<file path="src/rtl/cgra_job_sequencer.sv">
// Job sequencer for a CGRA tile: queues DMA+compute descriptors, then runs each
// job as DMA transfer -> CU run -> completion, with a per-wait timeout.
module cgra_job_sequencer #(
  parameter int DEPTH   = 4,
  parameter int TIMEOUT = 65535
) (
  input  logic                      clk,
  input  logic                      rst_n,
  input  logic                      job_valid,
  output logic                      job_ready,
  input  logic [31:0]               job_src,
  input  logic [31:0]               job_dst,
  input  logic [31:0]               job_size,
  input  logic                      abort,
  input  logic                      err_clr,
  output logic [31:0]               dma_src,
  output logic [31:0]               dma_dst,
  output logic [31:0]               dma_size,
  output logic                      dma_start,
  input  logic                      dma_done_i,
  output logic                      cu_start,
  input  logic                      cu_done_i,
  output logic                      job_done,
  output logic [15:0]               jobs_completed,
  output logic [$clog2(DEPTH):0]    queue_count,
  output logic                      busy,
  output logic                      err
);
  localparam int PW = $clog2(DEPTH);
  localparam int TW = $clog2(TIMEOUT + 1);

  typedef enum logic [2:0] {IDLE, DMA_GO, DMA_WAIT, CU_GO, CU_WAIT, COMPLETE} state_t;
  state_t state;

  logic [31:0]   q_src  [DEPTH];
  logic [31:0]   q_dst  [DEPTH];
  logic [31:0]   q_size [DEPTH];
  logic [PW-1:0] wr_ptr, rd_ptr;
  logic [TW-1:0] tcnt;
  logic          full, push, pop;

  assign full      = (queue_count == (PW+1)'(DEPTH));
  assign job_ready = rst_n && !full && !abort;
  assign push      = job_valid && job_ready;
  assign pop       = (state == IDLE) && (queue_count != '0) && !abort;
  assign busy      = (state != IDLE) || (queue_count != '0);

  always_ff @(posedge clk) begin
    if (push) begin
      q_src[wr_ptr]  <= job_src;
      q_dst[wr_ptr]  <= job_dst;
      q_size[wr_ptr] <= job_size;
    end
  end

  // Abort drops everything by snapping the read pointer onto the write pointer.
  always_ff @(posedge clk) begin
    if (!rst_n) begin
      wr_ptr      <= '0;
      rd_ptr      <= '0;
      queue_count <= '0;
    end else if (abort) begin
      rd_ptr      <= wr_ptr;
      queue_count <= '0;
    end else begin
      if (push) wr_ptr <= wr_ptr + 1'b1;
      if (pop)  rd_ptr <= rd_ptr + 1'b1;
      queue_count <= queue_count + (PW+1)'(push) - (PW+1)'(pop);
    end
  end

  always_ff @(posedge clk) begin
    if (!rst_n) begin
      state          <= IDLE;
      dma_src        <= '0;
      dma_dst        <= '0;
      dma_size       <= '0;
      dma_start      <= 1'b0;
      cu_start       <= 1'b0;
      job_done       <= 1'b0;
      jobs_completed <= '0;
      tcnt           <= '0;
      err            <= 1'b0;
    end else begin
      dma_start <= 1'b0;
      cu_start  <= 1'b0;
      job_done  <= 1'b0;
      // A timeout below overrides a coincident clear.
      if (err_clr) err <= 1'b0;
      if (abort) begin
        state <= IDLE;
      end else begin
        case (state)
          IDLE: if (queue_count != '0) begin
            dma_src   <= q_src[rd_ptr];
            dma_dst   <= q_dst[rd_ptr];
            dma_size  <= q_size[rd_ptr];
            dma_start <= 1'b1;
            state     <= DMA_GO;
          end
          DMA_GO: begin
            tcnt  <= '0;
            state <= DMA_WAIT;
          end
          DMA_WAIT: if (dma_done_i) begin
            cu_start <= 1'b1;
            state    <= CU_GO;
          end else if (tcnt == TW'(TIMEOUT - 1)) begin
            err   <= 1'b1;
            state <= IDLE;
          end else begin
            tcnt <= tcnt + 1'b1;
          end
          CU_GO: begin
            tcnt  <= '0;
            state <= CU_WAIT;
          end
          CU_WAIT: if (cu_done_i) begin
            job_done       <= 1'b1;
            jobs_completed <= jobs_completed + 1'b1;
            state          <= COMPLETE;
          end else if (tcnt == TW'(TIMEOUT - 1)) begin
            err   <= 1'b1;
            state <= IDLE;
          end else begin
            tcnt <= tcnt + 1'b1;
          end
          COMPLETE: state <= IDLE;
          default:  state <= IDLE;
        endcase
      end
    end
  end
endmodule

</file>
<file path="config.mk">
export PLATFORM = sky130hd
export DESIGN_NAME = cgra_job_sequencer
export DESIGN_NICKNAME = d
export VERILOG_FILES = /design/src/rtl/cgra_job_sequencer.sv
export SDC_FILE = /design/constraint.sdc
export NUM_CORES = 1
export LEC_CHECK = 0
export CAP_MARGIN = 20
export CORE_ASPECT_RATIO = 0.8
export CORE_MARGIN = 2
export CORE_UTILIZATION = 45
export DETAILED_ROUTE_END_ITERATION = 8
export GPL_ROUTABILITY_DRIVEN = 0
export GPL_TIMING_DRIVEN = 0
export HOLD_SLACK_MARGIN = 0.08
export PLACE_DENSITY = 0.71
export SLEW_MARGIN = 20
export SYNTH_ARGS = -nofsm -noshare
export SYNTH_HDL_FRONTEND = slang
export SYNTH_SLANG_ARGS = --single-unit
</file>
<file path="constraint.sdc">
create_clock -name clk -period 6.1 [get_ports clk]
set_clock_uncertainty 0.05 [all_clocks]
set_input_delay 0.61 -clock clk [delete_from_list [all_inputs] [get_ports clk]]
set_output_delay 0.61 -clock clk [all_outputs]
set_load 0.05 [all_outputs]
</file>
==> results by group <==
Yosys
  – Most frequent cell after synthesis: edfxtp_1
  – Post-synthesis sequential area ratio: 0.740
  – Syn_nets: about 1300
  – Mapped cell area: 19400 sq um
  – EDFF count, synth: 384
  – Synth area leaders: edfxtp_1, dfxtp_1, mux4_2
  – FF+latch count, synth: 526
  – Synth top cells by count: edfxtp_1, nand2_1, dfxtp_1
  – YS warnings: 0
  – Synthesized area per cell: 16.2 sq um
  – Mapped Cells: approximately 1200
  – Top FF cell, synth: edfxtp_1
  – Top-area cell type share of the netlist area: 0.594
  – Asr flop ratio synth: 0
  – Synth cell types: 50
  – Area leader, netlist: edfxtp_1

Routing
  – DRC errors left: 0
  – Aggregate routed wire length: 42700 microns
  – DRT antenna net count: 0
  – Initial DRC count: 827
  – Met2 Routed Length: between 20000 and 25000 microns
  – Vias/cell: 5.37
  – Routed wire per std cell: approximately 20 microns
  – Drt first pass iters: 5
  – Highest layer used for signal routing: met5
  – Vias: 11300
  – WL met3: 2810 microns
  – Met1 Wirelength: 18900 microns

Job
  – Max_cap viols: 0

Final layout
  – Layout fillers: 3385
  – Sequential cell area: 14400 sq um
  – Design Area, Final: 24300 sq um
  – Nets@finish: 1602
  – Multi-input gate area: 4740 sq um
  – Fraction of layout cells with a size suffix above 1: 0.132
  – Area Overhead vs Synth: 24.8%
  – Final core occ: 0.566

Floorplan
  – Ports: 224
  – Core outline area: ~43000 sq um
  – Die area: 44900 sq um
  – Initial Utilization: 0.453
  – Die Y: ~190 microns
  – Row cnt: 68
  – Die width: 236 microns

Clocking
  – Total CTS buffers: 53
  – Post-CTS resize count: 0
  – TritonCTS clock tree: built
  – Post-CTS Hold Buffers: 0
  – Worst-skew pair later-pin latency: 0.58 ns
  – Clock transition at path regs: 0.06 ns
  – Root Buffer Master: clkbuf_16
  – Post-CTS setup buffer count: 0
  – CTS Sinks: 526
  – Max Buffers Root-to-Sink: 3
  – CTS H-tree depth: 2

Worst hold path
  – Hold Path Class: reg -> reg

Power and ir drop
  – Max IR drop VDD: between 0.2 and 0.25 mV
  – Leakage power: around 7.5 nW
  – Power density over the cells: just over 300 nW/um^2

Outcome
  – Status: completed

Global routing
  – Largest net degree at the start of global routing: 46
  – Gr usage total: 0.191
  – Vias in the first global route: around 11000
  – Initial antenna violation count: 7
  – First-pass GRT wire length: 65500 microns
  – GR Overflow Total: 0

Placed design
  – Buffers on Ports: 223
  – Dpl cell area: 22600 sq um
  – HPWL after DPL: 27600 microns

Setup path
  – Crit end category: flip-flop
  – Worst path required time: between 6 and 7 ns
  – Critical Path AT: between 4 and 5 ns
  – Maximum fanout along the worst path: 10
  – Type of the worst setup path: reg -> reg
  – Startpoint types: flip-flop

STA
  – Period utilization: 0.632
  – Pins Over Slew Limit: 0
  – Crit path time final: between 3 and 4 ns
  – Fin. Hold Viols: 0
  – Final setup fails: 0
  – Setup_tns: 0 ns
  – Slew HR: 0.329
  – RSZ-0062 raised after global routing: false
  – Tightest Pin Transition: 1.01 ns
  – Max Freq: around 260 MHz
## metrics by stage
| step | power, mW | hold WS, ns | setup WS [ns] | cells |
|---|---|---|---|---|
| floorplan | 4.25 | 0.384 | 1.72 | 1203 |
| finish | 7.45 | 0.406 | 2.24 | 2099 |
| global placement | 4.46 | 0.392 | -1.10 | 1986 |
| global route | 7.71 | 0.425 | 1.87 | 2096 |
| detailed placement | 4.47 | 0.395 | 1.70 | 1994 |
| CTS | 7.53 | 0.406 | 2.16 | 2094 |
## area by class of cell
type	count	share of cell area
diodes	5	0.000516
plain buffers	64	0.0107
clock buffers	78	0.0610
clock inverters	22	0.00743
inverters	19	0.00294
multi-input cells	594	0.195
flip-flops and latches	526	0.593
well taps	560	0.0289
repair buffers	231	0.100
## worst max-delay path: stages (launching register included)
cell      delay, ns
dfxtp_1        0.34
clkbuf_1       0.22
nor3_1         0.41
nand3_1        0.56
inv_2          0.45
clkbuf_1       0.43
ha_1           0.31
inv_1          0.05
ha_1           0.14
inv_1          0.05
fa_1           0.37
xor2_1         0.16
xnor2_1        0.14
nor2_1         0.05
## power by group
part	switching, mW	internal, mW	leakage [nW]
combinational	0.275	0.205	2.12
sequential	0.0207	3.88	4.61
clock	1.33	1.73	0.800
total	1.63	5.82	7.53
## routing by layer
layer | vias to the layer above | track usage
met3 | 58 | 0.0453
met2 | 315 | 0.307
met1 | 5711 | 0.265
met4 | 4 | 0.0497
li1 | 5186 | -
met5 | - | 0
## cells in the final DEF (no fill, tap or decap), types with 5 or more instances in the layout
master	synthesis	routed
o21ai_0	10	10
clkinv_2	0	6
xnor2_1	6	6
nor4_1	9	9
dfxtp_1	142	142
xor2_1	5	5
clkinv_1	0	6
mux4_2	96	96
nand4_1	10	10
diode_2	0	5
buf_1	8	7
clkbuf_8	0	6
edfxtp_1	384	384
or4_1	11	11
or3_1	13	13
clkbuf_1	47	66
a21oi_1	121	121
nand3_1	15	15
ha_1	9	9
nor3_1	6	6
clkbuf_16	0	53
nor2_1	20	20
nand2_1	208	208
clkdlybuf4s50_1	0	223
o31ai_1	9	9
buf_2	8	8
inv_1	18	18
buf_16	0	6
## flip-flops by register name, summed over array words and instances, names as in the netlist, 3 cells and up
name,count
queue_count,3
q_size,128
dma_dst,32
dma_src,32
tcnt,16
dma_size,32
q_dst,128
q_src,128
jobs_completed,16
state,3
## final timing paths
| path | slack (ns) | cells past startpoint | end | start |
|---|---|---|---|---|
| max reg2reg | 2.24 | 13 | queue_count[2] | state[2] |
| min | 0.41 | 2 | dma_src[15] | dma_src[15] |
| min reg2reg | 0.41 | 2 | dma_src[15] | dma_src[15] |
| max | 2.24 | 13 | queue_count[2] | state[2] |
## logic make-up after synthesis
kind of cell	count (synthesis)	share of synthesized area
flip-flops	526	0.740
AND/OR/NAND/NOR	317	0.0741
AO/OA/AOI/OAI	155	0.0435
multiplexers	101	0.114
buffers and inverters	83	0.0169
XOR/XNOR	11	0.00496
adder cells (fa/ha/maj)	10	0.00683
No activity file was read; power rests on OpenSTA's default activity.
